<file path="src/rtl/cu_pkg.sv">
// Shared definitions for the multi-cycle control unit: opcodes, FSM state
// encoding, ALU operation codes, instruction field positions and the
// bundle of registered control strobes.
`timescale 1ns/1ps
package cu_pkg;

  // Instruction field bit positions: [15:12] opcode, [11:8] rd, [7:4] rs, [3:0] rt/offset
  localparam int OPC_MSB = 15;
  localparam int OPC_LSB = 12;
  localparam int RD_MSB  = 11;
  localparam int RD_LSB  = 8;
  localparam int RS_MSB  = 7;
  localparam int RS_LSB  = 4;
  localparam int RT_MSB  = 3;
  localparam int RT_LSB  = 0;

  typedef enum logic [3:0] {
    OP_ADD = 4'h0,
    OP_SUB = 4'h1,
    OP_AND = 4'h2,
    OP_OR  = 4'h3,
    OP_LW  = 4'h4,
    OP_SW  = 4'h5,
    OP_BEQ = 4'h6,
    OP_JMP = 4'h7
  } opcode_e;

  typedef enum logic [2:0] {
    ST_FETCH  = 3'd0,
    ST_DECODE = 3'd1,
    ST_EXEC   = 3'd2,
    ST_MEM    = 3'd3,
    ST_WB     = 3'd4,
    ST_HALT   = 3'd5
  } state_e;

  // R-type opcodes map straight onto these through opcode[1:0]
  typedef enum logic [1:0] {
    ALU_ADD = 2'b00,
    ALU_SUB = 2'b01,
    ALU_AND = 2'b10,
    ALU_OR  = 2'b11
  } alu_op_e;

  typedef struct packed {
    logic    reg_write;
    logic    reg_dst_write;
    logic    mem_to_reg;
    logic    mem_read;
    logic    mem_write;
    logic    ir_load;
    logic    pc_write;
    logic    pc_write_cond;
    alu_op_e alu_op;
    logic    alu_src;
    logic    mem_err;
    logic    illegal_op;
  } ctrl_t;

endpackage

</file>
<file path="src/rtl/instr_class_decode.sv">
// Combinational opcode classifier: sorts a 4-bit opcode into the
// instruction classes the control FSM sequences differently.
`timescale 1ns/1ps
module instr_class_decode
  import cu_pkg::*;
(
  input  logic [3:0] opcode,
  output logic       is_rtype,
  output logic       is_lw,
  output logic       is_sw,
  output logic       is_beq,
  output logic       is_jmp,
  output logic       is_illegal
);

  // One-hot class flags; anything outside 0..7 is illegal
  always_comb begin
    is_rtype   = 1'b0;
    is_lw      = 1'b0;
    is_sw      = 1'b0;
    is_beq     = 1'b0;
    is_jmp     = 1'b0;
    is_illegal = 1'b0;
    case (opcode)
      OP_ADD, OP_SUB, OP_AND, OP_OR: is_rtype = 1'b1;
      OP_LW:   is_lw  = 1'b1;
      OP_SW:   is_sw  = 1'b1;
      OP_BEQ:  is_beq = 1'b1;
      OP_JMP:  is_jmp = 1'b1;
      default: is_illegal = 1'b1;
    endcase
  end

endmodule

</file>
<file path="src/rtl/multicycle_control_unit.sv">
// Multi-cycle control FSM and instruction register for the 16-bit core.
// Holds the IR, drives register-file address fields straight from it and
// sequences registered Moore control strobes per state.
// Build option: define ILLEGAL_TRAP_EN to trap illegal opcodes in a sticky
// HALT state; otherwise illegal opcodes retire as NOPs.
`timescale 1ns/1ps
module multicycle_control_unit
  import cu_pkg::*;
#(
  parameter int DW          = 16,
  parameter int AW          = 4,
  parameter int MEM_TIMEOUT = 15
) (
  input  logic          clk,
  input  logic          rst,
  input  logic [DW-1:0] instr_in,
  input  logic          mem_ready,
  input  logic          alu_zero,
  output logic [AW-1:0] a_read1,
  output logic [AW-1:0] a_read2,
  output logic [AW-1:0] a_dst,
  output logic          reg_write,
  output logic          reg_dst_write,
  output logic          mem_to_reg,
  output logic          mem_read,
  output logic          mem_write,
  output logic          ir_load,
  output logic          pc_write,
  output logic          pc_write_cond,
  output logic [1:0]    alu_op,
  output logic          alu_src,
  output logic          mem_err,
  output logic          illegal_op
);

  // Last wait-counter value before the handshake is declared lost
  localparam logic [3:0] TMO_LAST = 4'(MEM_TIMEOUT - 1);

  state_e        state_q, state_d;
  logic [DW-1:0] ir_q, ir_d;
  logic [3:0]    wcnt_q, wcnt_d;
  ctrl_t         ctrl_q, ctrl_d;

  logic is_rtype, is_lw, is_sw, is_beq, is_jmp, is_illegal;
  logic hs_ok;
  logic timeout;
  logic waiting;

  instr_class_decode u_class (
    .opcode     (ir_q[OPC_MSB:OPC_LSB]),
    .is_rtype   (is_rtype),
    .is_lw      (is_lw),
    .is_sw      (is_sw),
    .is_beq     (is_beq),
    .is_jmp     (is_jmp),
    .is_illegal (is_illegal)
  );

  // A handshake only counts while a request is actually on the bus, so the
  // first FETCH after reset (strobes still low) cannot capture stray data.
  // alu_zero is consumed by the PC logic together with pc_write_cond.
  always_comb begin
    hs_ok   = mem_ready & (ctrl_q.mem_read | ctrl_q.mem_write);
    waiting = ((state_q == ST_FETCH) || (state_q == ST_MEM)) && !hs_ok;
    timeout = waiting && (wcnt_q == TMO_LAST);
  end

  // State, IR, wait counter and registered strobes; sync active-low reset
  always_ff @(posedge clk) begin
    if (!rst) begin
      state_q <= ST_FETCH;
      ir_q    <= '0;
      wcnt_q  <= '0;
      ctrl_q  <= '0;
    end else begin
      state_q <= state_d;
      ir_q    <= ir_d;
      wcnt_q  <= wcnt_d;
      ctrl_q  <= ctrl_d;
    end
  end

  // Next-state, IR capture and handshake wait counting
  always_comb begin
    state_d = state_q;
    ir_d    = ir_q;
    wcnt_d  = wcnt_q;
    case (state_q)
      ST_FETCH: begin
        if (hs_ok) begin
          ir_d    = instr_in;
          state_d = ST_DECODE;
          wcnt_d  = '0;
        end else if (timeout) begin
          wcnt_d  = '0;
        end else begin
          wcnt_d  = wcnt_q + 4'd1;
        end
      end
      ST_DECODE: begin
        if (is_illegal) begin
`ifdef ILLEGAL_TRAP_EN
          state_d = ST_HALT;
`else
          state_d = ST_FETCH;
`endif
        end else begin
          state_d = ST_EXEC;
        end
      end
      ST_EXEC: begin
        if (is_rtype)            state_d = ST_WB;
        else if (is_lw || is_sw) state_d = ST_MEM;
        else                     state_d = ST_FETCH;
      end
      ST_MEM: begin
        if (hs_ok) begin
          state_d = is_lw ? ST_WB : ST_FETCH;
          wcnt_d  = '0;
        end else if (timeout) begin
          state_d = ST_FETCH;
          wcnt_d  = '0;
        end else begin
          wcnt_d  = wcnt_q + 4'd1;
        end
      end
      ST_WB: state_d = ST_FETCH;
      ST_HALT: begin
`ifdef ILLEGAL_TRAP_EN
        state_d = ST_HALT;
`else
        state_d = ST_FETCH;
`endif
      end
      default: state_d = ST_FETCH;
    endcase
  end

  // Strobes decoded from the upcoming state so they register in step with it;
  // the fetch capture (ir_load, pc_write) therefore shows in the DECODE cycle
  always_comb begin
    ctrl_d = '0;
    case (state_d)
      ST_FETCH: ctrl_d.mem_read = 1'b1;
      ST_DECODE: begin
        ctrl_d.ir_load  = 1'b1;
        ctrl_d.pc_write = 1'b1;
      end
      ST_EXEC: begin
        if (is_rtype) begin
          ctrl_d.alu_op = alu_op_e'(ir_q[OPC_LSB+1:OPC_LSB]);
        end else if (is_lw || is_sw) begin
          ctrl_d.alu_op  = ALU_ADD;
          ctrl_d.alu_src = 1'b1;
        end else if (is_beq) begin
          ctrl_d.alu_op        = ALU_SUB;
          ctrl_d.pc_write_cond = 1'b1;
        end else if (is_jmp) begin
          ctrl_d.pc_write = 1'b1;
        end
      end
      ST_MEM: begin
        ctrl_d.mem_read  = is_lw;
        ctrl_d.mem_write = is_sw;
      end
      ST_WB: begin
        ctrl_d.reg_write     = 1'b1;
        ctrl_d.reg_dst_write = is_rtype;
        ctrl_d.mem_to_reg    = is_lw;
      end
      ST_HALT: begin
`ifdef ILLEGAL_TRAP_EN
        ctrl_d.illegal_op = 1'b1;
`endif
      end
      default: ctrl_d = '0;
    endcase
    ctrl_d.mem_err = timeout;
  end

  assign a_read1       = ir_q[RS_MSB:RS_LSB];
  assign a_read2       = ir_q[RT_MSB:RT_LSB];
  assign a_dst         = ir_q[RD_MSB:RD_LSB];
  assign reg_write     = ctrl_q.reg_write;
  assign reg_dst_write = ctrl_q.reg_dst_write;
  assign mem_to_reg    = ctrl_q.mem_to_reg;
  assign mem_read      = ctrl_q.mem_read;
  assign mem_write     = ctrl_q.mem_write;
  assign ir_load       = ctrl_q.ir_load;
  assign pc_write      = ctrl_q.pc_write;
  assign pc_write_cond = ctrl_q.pc_write_cond;
  assign alu_op        = ctrl_q.alu_op;
  assign alu_src       = ctrl_q.alu_src;
  assign mem_err       = ctrl_q.mem_err;
  assign illegal_op    = ctrl_q.illegal_op;

  // alu_zero is qualified outside this block by pc_write_cond
  logic unused_alu_zero;
  assign unused_alu_zero = alu_zero;

endmodule
</file>
<file path="config.mk">
export PLATFORM = sky130hd
export DESIGN_NAME = multicycle_control_unit
export DESIGN_NICKNAME = d
export VERILOG_FILES = /design/src/rtl/cu_pkg.sv /design/src/rtl/instr_class_decode.sv /design/src/rtl/multicycle_control_unit.sv
export SDC_FILE = /design/constraint.sdc
export NUM_CORES = 1
export LEC_CHECK = 0
export BUFFER_PORTS_ARGS = -buffer_cell sky130_fd_sc_hd__buf_2
export CAP_MARGIN = 20
export CORE_MARGIN = 5
export CORE_UTILIZATION = 40
export CTS_CLUSTER_SIZE = 40
export DETAILED_ROUTE_END_ITERATION = 6
export GPL_TIMING_DRIVEN = 0
export HOLD_SLACK_MARGIN = 0.06
export PLACE_DENSITY = 0.76
export SYNTH_ARGS = -nofsm -noshare
export SYNTH_HDL_FRONTEND = slang
export SYNTH_HIERARCHICAL = 1
export SYNTH_SLANG_ARGS = --single-unit
export TNS_END_PERCENT = 10
</file>
<file path="constraint.sdc">
create_clock -name clk -period 1.8 [get_ports clk]
set_input_delay 0.27 -clock clk [delete_from_list [all_inputs] [get_ports clk]]
set_output_delay 0.27 -clock clk [all_outputs]
set_load 0.01 [all_outputs]
</file>
==> flow_metrics.py, run 1 <==
metrics = {
    "setup_path": {
        "worst_ep_required_time_ns": 2.00,
        "arrival_ns": 1.95,
        "crit_fanout": 7,
        "path_class": "flip-flop to flip-flop",
        "end_kind": "flip-flop",
        "worst_setup_path_start_kind": "flip-flop",
    },
    "route": {
        "top_layer": "met4",
        "routed_wl_um": 3270,
        "wl_met2_um": 1420,
        "vias_per_cell": 4.81,
        "vias": 1342,
        "met1_length_um": 1510,
        "firstDrtPassIters": 4,
        "drtIter0Drc": 44,
        "drc": 0,
        "met3_wirelength_um": 275,
        "ant_nets": 0,
        "wl_per_cell_um": 11.7,
    },
    "final_layout": {
        "fin_util_pct": 54.5,
        "diodes": 0,
        "largest_register_ff_count": 16,
        "drive_gt1_share_pct": 41.1,
        "final_nets": 252,
        "fin_area_um2": 2010,
        "largest-register": "ir_q",
        "syn_to_final_growth_pct": 31.6,
        "reg_top3": "ir_q: 16 flops, wcnt_q: 4 flops, state_q: 3 flops",
        "num-fill-cells": 370,
    },
    "floorplan": {
        "design.die.area_um2": 5150,
        "die_h_um": 71.8,
        "start_util_pct": 41.4,
        "core_um2": 3690,
        "io_pins": 45,
        "die_w_um": 71.8,
        "rows": 22,
    },
    "placement": {
        "portBuffers": 42,
        "gp_congestion": 0.817,
        "hpwl_um": 2290,
        "post_dp_cell_area_um2": 1800,
    },
    "yosys": {
        "synthCells": 179,
        "synth_nets": 201,
        "ys_seq_elements": 35,
        "synth_area_per_cell_um2": 8.53,
        "yosysWarningCount": 6,
        "syn-cell-area_um2": 1530,
        "ys_seq_area_share_pct": 45.9,
        "synth_cell_types": 42,
    },
    "clock_tree": {
        "cts_inserted_buffers": 5,
        "cts_sinks": 35,
        "cts-root-buf": "clkbuf_8",
        "cts.path.max_buffers": 2,
        "htree_levels": 2,
        "clk-insertion-delay-late_ns": 0.29,
        "cts_tree": "done",
        "postCtsHoldBufs": 0,
        "path_clk_slew_ns": 0.07,
    },
    "sta": {
        "setup_violations": 0,
        "max_clock_freq_ghz": 0.573,
        "min_period_ns": 1.74,
        "min_period_over_period_pct": 96.9,
        "fin_skew_ns": 0.00437,
        "maxSlewViolCount": 0,
        "finalHoldViolCount": 0,
        "rsz0062_at_grt": "true",
    },
    "grt": {
        "grt_pass1_wl_um": 5180,
        "overflow": 0,
        "grt.total_usage_pct": 12.8,
        "grt_pass1_vias": 1173,
        "grt_antenna_before_repair": 0,
        "grt_max_degree": 12,
    },
    "run_status": {
        "outcome": "finished clean",
    },
    "power": {
        "p_per_area_nw_per_um2": 848,
        "peakVddDrop_mv": 0.615,
        "p_leak_nw": 0.907,
    },
    "run": {
        "maxCapViolCount": 0,
    },
    "hold_path": {
        "min_path_type": "primary input to flip-flop",
    },
}
[synth_stat cells]
cell | count | area [um2]
nand2_1 | 39 | 146
dfxtp_1 | 35 | 701
a21oi_1 | 20 | 100
buf_4 | 13 | 97.6
nor3_1 | 7 | 35.0
inv_1 | 6 | 22.5
nor2_1 | 5 | 18.8
o21ai_0 | 5 | 25.0
or3_2 | 3 | 22.5
and2_1 | 2 | 12.5
and3_1 | 2 | 12.5
and4bb_2 | 2 | 25.0
buf_2 | 2 | 10.0
buf_6 | 2 | 22.5
clkbuf_1 | 2 | 7.51
ha_1 | 2 | 25.0
nand3_1 | 2 | 10.0
nor4_1 | 2 | 12.5
o21bai_1 | 2 | 15.0
o31ai_1 | 2 | 15.0
or2_2 | 2 | 12.5
or4b_1 | 2 | 20.0
a211oi_1 | 1 | 7.51
a21o_1 | 1 | 7.51
a31oi_1 | 1 | 6.26
and2b_2 | 1 | 8.76
and3_2 | 1 | 7.51
and3b_1 | 1 | 8.76
and4b_2 | 1 | 11.3
clkbuf_2 | 1 | 5.00
conb_1 | 1 | 3.75
dlygate4sd1_1 | 1 | 8.76
nand2b_1 | 1 | 6.26
nor3_2 | 1 | 10.0
nor4b_2 | 1 | 15.0
o211ai_1 | 1 | 7.51
o21a_1 | 1 | 7.51
o21ai_1 | 1 | 5.00
o32ai_1 | 1 | 8.76
or2_4 | 1 | 8.76
or3_1 | 1 | 6.26
or4_1 | 1 | 7.51
[path summary, 6_finish.rpt]
check / depth (start not counted) / endpoint / slack, ns / from
max reg2reg: 6 / mem_read$_SDFF_PN0_ / 0.06 / ir_q[15]$_SDFFE_PN0P_
max: 6 / mem_read$_SDFF_PN0_ / 0.06 / ir_q[15]$_SDFFE_PN0P_
min: 3 / ir_q[15]$_SDFFE_PN0P_ / 0.21 / instr_in[15]
min reg2reg: 2 / ir_q[3]$_SDFFE_PN0P_ / 0.45 / ir_q[3]$_SDFFE_PN0P_
[metrics by stage]
| stage | setup TNS [ns] | cells | hold slack (ns) | worst slack [ns] | total power, mW |
|---|---|---|---|---|---|
| after floorplan | 0 | 179 | 0.392 | 0.0657 | 1.00 |
| after global placement | -0.644 | 269 | 0.442 | -0.130 | 1.07 |
| after detailed placement | -0.861 | 269 | 0.447 | -0.177 | 1.07 |
| after CTS | 0 | 277 | 0.195 | 0.00512 | 1.70 |
| after global routing | -0.0496 | 279 | 0.190 | -0.0385 | 1.79 |
| final | 0 | 279 | 0.206 | 0.0553 | 1.70 |
[layer usage]
layer  global-route usage, %  vias to the layer above
met2                    19.3                       38
met4                    5.64                        0
met1                    15.6                      598
met5                       0                        -
li1                        -                      699
met3                    5.75                        7
[power breakdown]
part | switching (mW) | internal [mW] | leakage [nW]
Clock | 0.280 | 0.348 | 0.0505
Combinational | 0.123 | 0.116 | 0.570
Sequential | 0.0273 | 0.809 | 0.287
Total | 0.430 | 1.27 | 0.907
[area by class of cell]
class	count	area (um2)	area share, %
clock inverters	1	7.51	0.374
plain buffers	20	153	7.60
repair buffers	45	233	11.6
well taps	48	60.1	2.99
flip-flops and latches	35	711	35.4
multi-input cells	117	727	36.2
clock buffers	7	96.3	4.79
inverters	6	22.5	1.12
[critical path, stage by stage, from the launching register on]
cell and delay (ns):
dfxtp_4 0.39, and4bb_2 0.28, o21bai_4 0.19, nor3_1 0.07, or3_1 0.36, buf_6 0.15
o32ai_2 0.23
[cells in the final DEF, fill, tap and decap left out, types with 3 or more instances in the layout]
cell / synthesis / routed
nor2_1: 5 / 4
o21ai_1: 1 / 3
clkbuf_8: 0 / 7
dfxtp_1: 35 / 31
buf_2: 2 / 43
nand2_1: 39 / 39
inv_1: 6 / 6
buf_6: 2 / 3
buf_4: 13 / 16
or3_2: 3 / 3
nor3_1: 7 / 7
a21oi_1: 20 / 20
[repair_timing]
item                       in CTS  in global routing
buffers inserted                0                  3
gates resized for setup         7                 18
setup endpoints to repair       8                 17
pin swaps                       0                  2
[kinds of logic after synthesis]
family          after synthesis  synth area share (%)
simple gates                 78                  27.4
other cells                   1                 0.246
flops                        35                  45.9
buf+inv                      27                  11.4
fa+ha+maj                     2                  1.64
compound gates               36                  13.4
Power figures use the tool's default switching activity.
==> run 2: changes to the inputs <==
- ABC_AREA: default -> 0
- REMOVE_ABC_BUFFERS: default -> 1
==> run 2 against run 1 <==
Die area unchanged. Via count down 6.7%. Cell count shrank 7.5%. Clock skew is 0.0015 ns lower. Sequential power is essentially flat. Wire length shrank 8.2%. Critical endpoint unchanged.
==> flow_metrics.py, run 2 (synthesis gave the netlist of run 1 again) <==
metrics = {
    "clock_tree": {
        "path_clk_slew_ns": 0.06,
        "htree_levels": 2,
        "cts_tree": "done",
        "postCtsHoldBufs": 0,
        "cts.path.max_buffers": 2,
        "cts_sinks": 35,
        "clk-insertion-delay-late_ns": 0.28,
        "cts-root-buf": "clkbuf_8",
        "cts_inserted_buffers": 5,
    },
    "route": {
        "drc": 0,
        "vias_per_cell": 4.85,
        "vias": 1252,
        "drtIter0Drc": 54,
        "routed_wl_um": 3000,
        "wl_per_cell_um": 11.6,
        "ant_nets": 0,
        "firstDrtPassIters": 4,
    },
    "floorplan": {
        "die_w_um": 71.8,
        "die_h_um": 71.8,
        "rows": 22,
        "design.die.area_um2": 5150,
        "start_util_pct": 41.4,
        "io_pins": 45,
        "core_um2": 3690,
    },
    "power": {
        "p_leak_nw": 0.799,
        "peakVddDrop_mv": 0.481,
        "total_power_mw": 1.60,
        "p_per_area_nw_per_um2": 873,
    },
    "run_status": {
        "outcome": "finished clean",
    },
    "placement": {
        "hpwl_um": 2060,
        "gp_congestion": 0.828,
        "portBuffers": 42,
        "pre_cts_ws_ns": -0.332,
    },
    "sta": {
        "setup_tns_ns": 0,
        "maxSlewViolCount": 0,
        "setup_violations": 0,
        "min_period_ns": 1.72,
        "slew_headroom_pct": 53.6,
        "fin_ws_ns": 0.0773,
        "max_clock_freq_ghz": 0.580,
        "min_period_over_period_pct": 95.7,
        "worst_pin_slew_ns": 0.696,
        "hold_ws_ns": 0.215,
        "finalHoldViolCount": 0,
        "fin_skew_ns": 0.00282,
    },
    "final_layout": {
        "diodes": 0,
        "largest_register_ff_count": 16,
        "final_common_cell": "buf_2",
        "syn_to_final_growth_pct": 19.9,
        "largest-register": "ir_q",
        "layout_common_cells": "42 x buf_2, 39 x nand2_1, 33 x dfxtp_1",
        "fin_util_pct": 49.6,
        "final_nets": 232,
        "drive_gt1_share_pct": 34.8,
        "reg_top3": "ir_q: 16 flops, wcnt_q: 4 flops, state_q: 3 flops",
    },
    "grt": {
        "grt_antenna_before_repair": 0,
        "grt_pass1_wl_um": 4890,
        "grt.total_usage_pct": 12.1,
        "overflow": 0,
        "grt_max_degree": 23,
        "grt_pass1_vias": 1145,
    },
    "setup_path": {
        "path_class": "flip-flop to flip-flop",
        "worst_ep_required_time_ns": 1.99,
        "arrival_ns": 1.91,
        "end_kind": "flip-flop",
        "crit_fanout": 7,
        "worst_setup_path_start_kind": "flip-flop",
    },
    "run": {
        "maxCapViolCount": 0,
    },
    "hold_path": {
        "min_path_type": "primary input to flip-flop",
    },
}
run 2: path summary, 6_finish.rpt:
kind | start | endpoint | slack, ns | cells after the start
setup / recovery | ir_q[15]$_SDFFE_PN0P_ | mem_read$_SDFF_PN0_ | 0.08 | 5
hold / removal | instr_in[13] | ir_q[13]$_SDFFE_PN0P_ | 0.21 | 3
setup reg to reg | ir_q[15]$_SDFFE_PN0P_ | mem_read$_SDFF_PN0_ | 0.08 | 5
hold reg to reg | ir_q[2]$_SDFFE_PN0P_ | ir_q[2]$_SDFFE_PN0P_ | 0.45 | 2
run 2: critical path, cell delays in order (launching register included):
cell and delay, ns:
dfxtp_4 0.39, and4bb_2 0.29, o21bai_4 0.18, nor3_1 0.07, or3_4 0.42, o32ai_2 0.28
run 2: power breakdown:
| group | internal, mW | total (mW) | switching, mW |
|---|---|---|---|
| clock | 0.300 | 0.556 | 0.257 |
| sequential | 0.809 | 0.838 | 0.0292 |
| combinational | 0.0920 | 0.204 | 0.112 |
| total | 1.20 | 1.60 | 0.398 |
run 2: area by class of cell:
cell class	instances	area (um2)
multi-input combinational	117	722
timing repair buffer	45	233
tap	48	60.1
inverter	6	22.5
clock buffer	6	82.6
sequential	35	706
clock inverter	1	5.00
fill	382	1860
run 2: timing repair:
action / 4_1_cts / 5_1_grt
hold endpoints to repair: 0 / 0
buffers inserted: 2 / 1
gates resized for setup: 8 / 8
pin swaps: 1 / 0
endpoints found under the setup margin: 24 / 7
run 2: through the flow:
stage | cells | area (um2)
after floorplan | 158 | 1380
after global placement | 248 | 1650
after detailed placement | 248 | 1650
after CTS | 257 | 1780
after global routing | 258 | 1830
final | 258 | 1830
run 2: per-layer routing:
layer	wire, um	global-route usage, %
met1	1340	14.0
met5	0	0
met4	53	6.26
met3	273	5.75
met2	1330	18.7
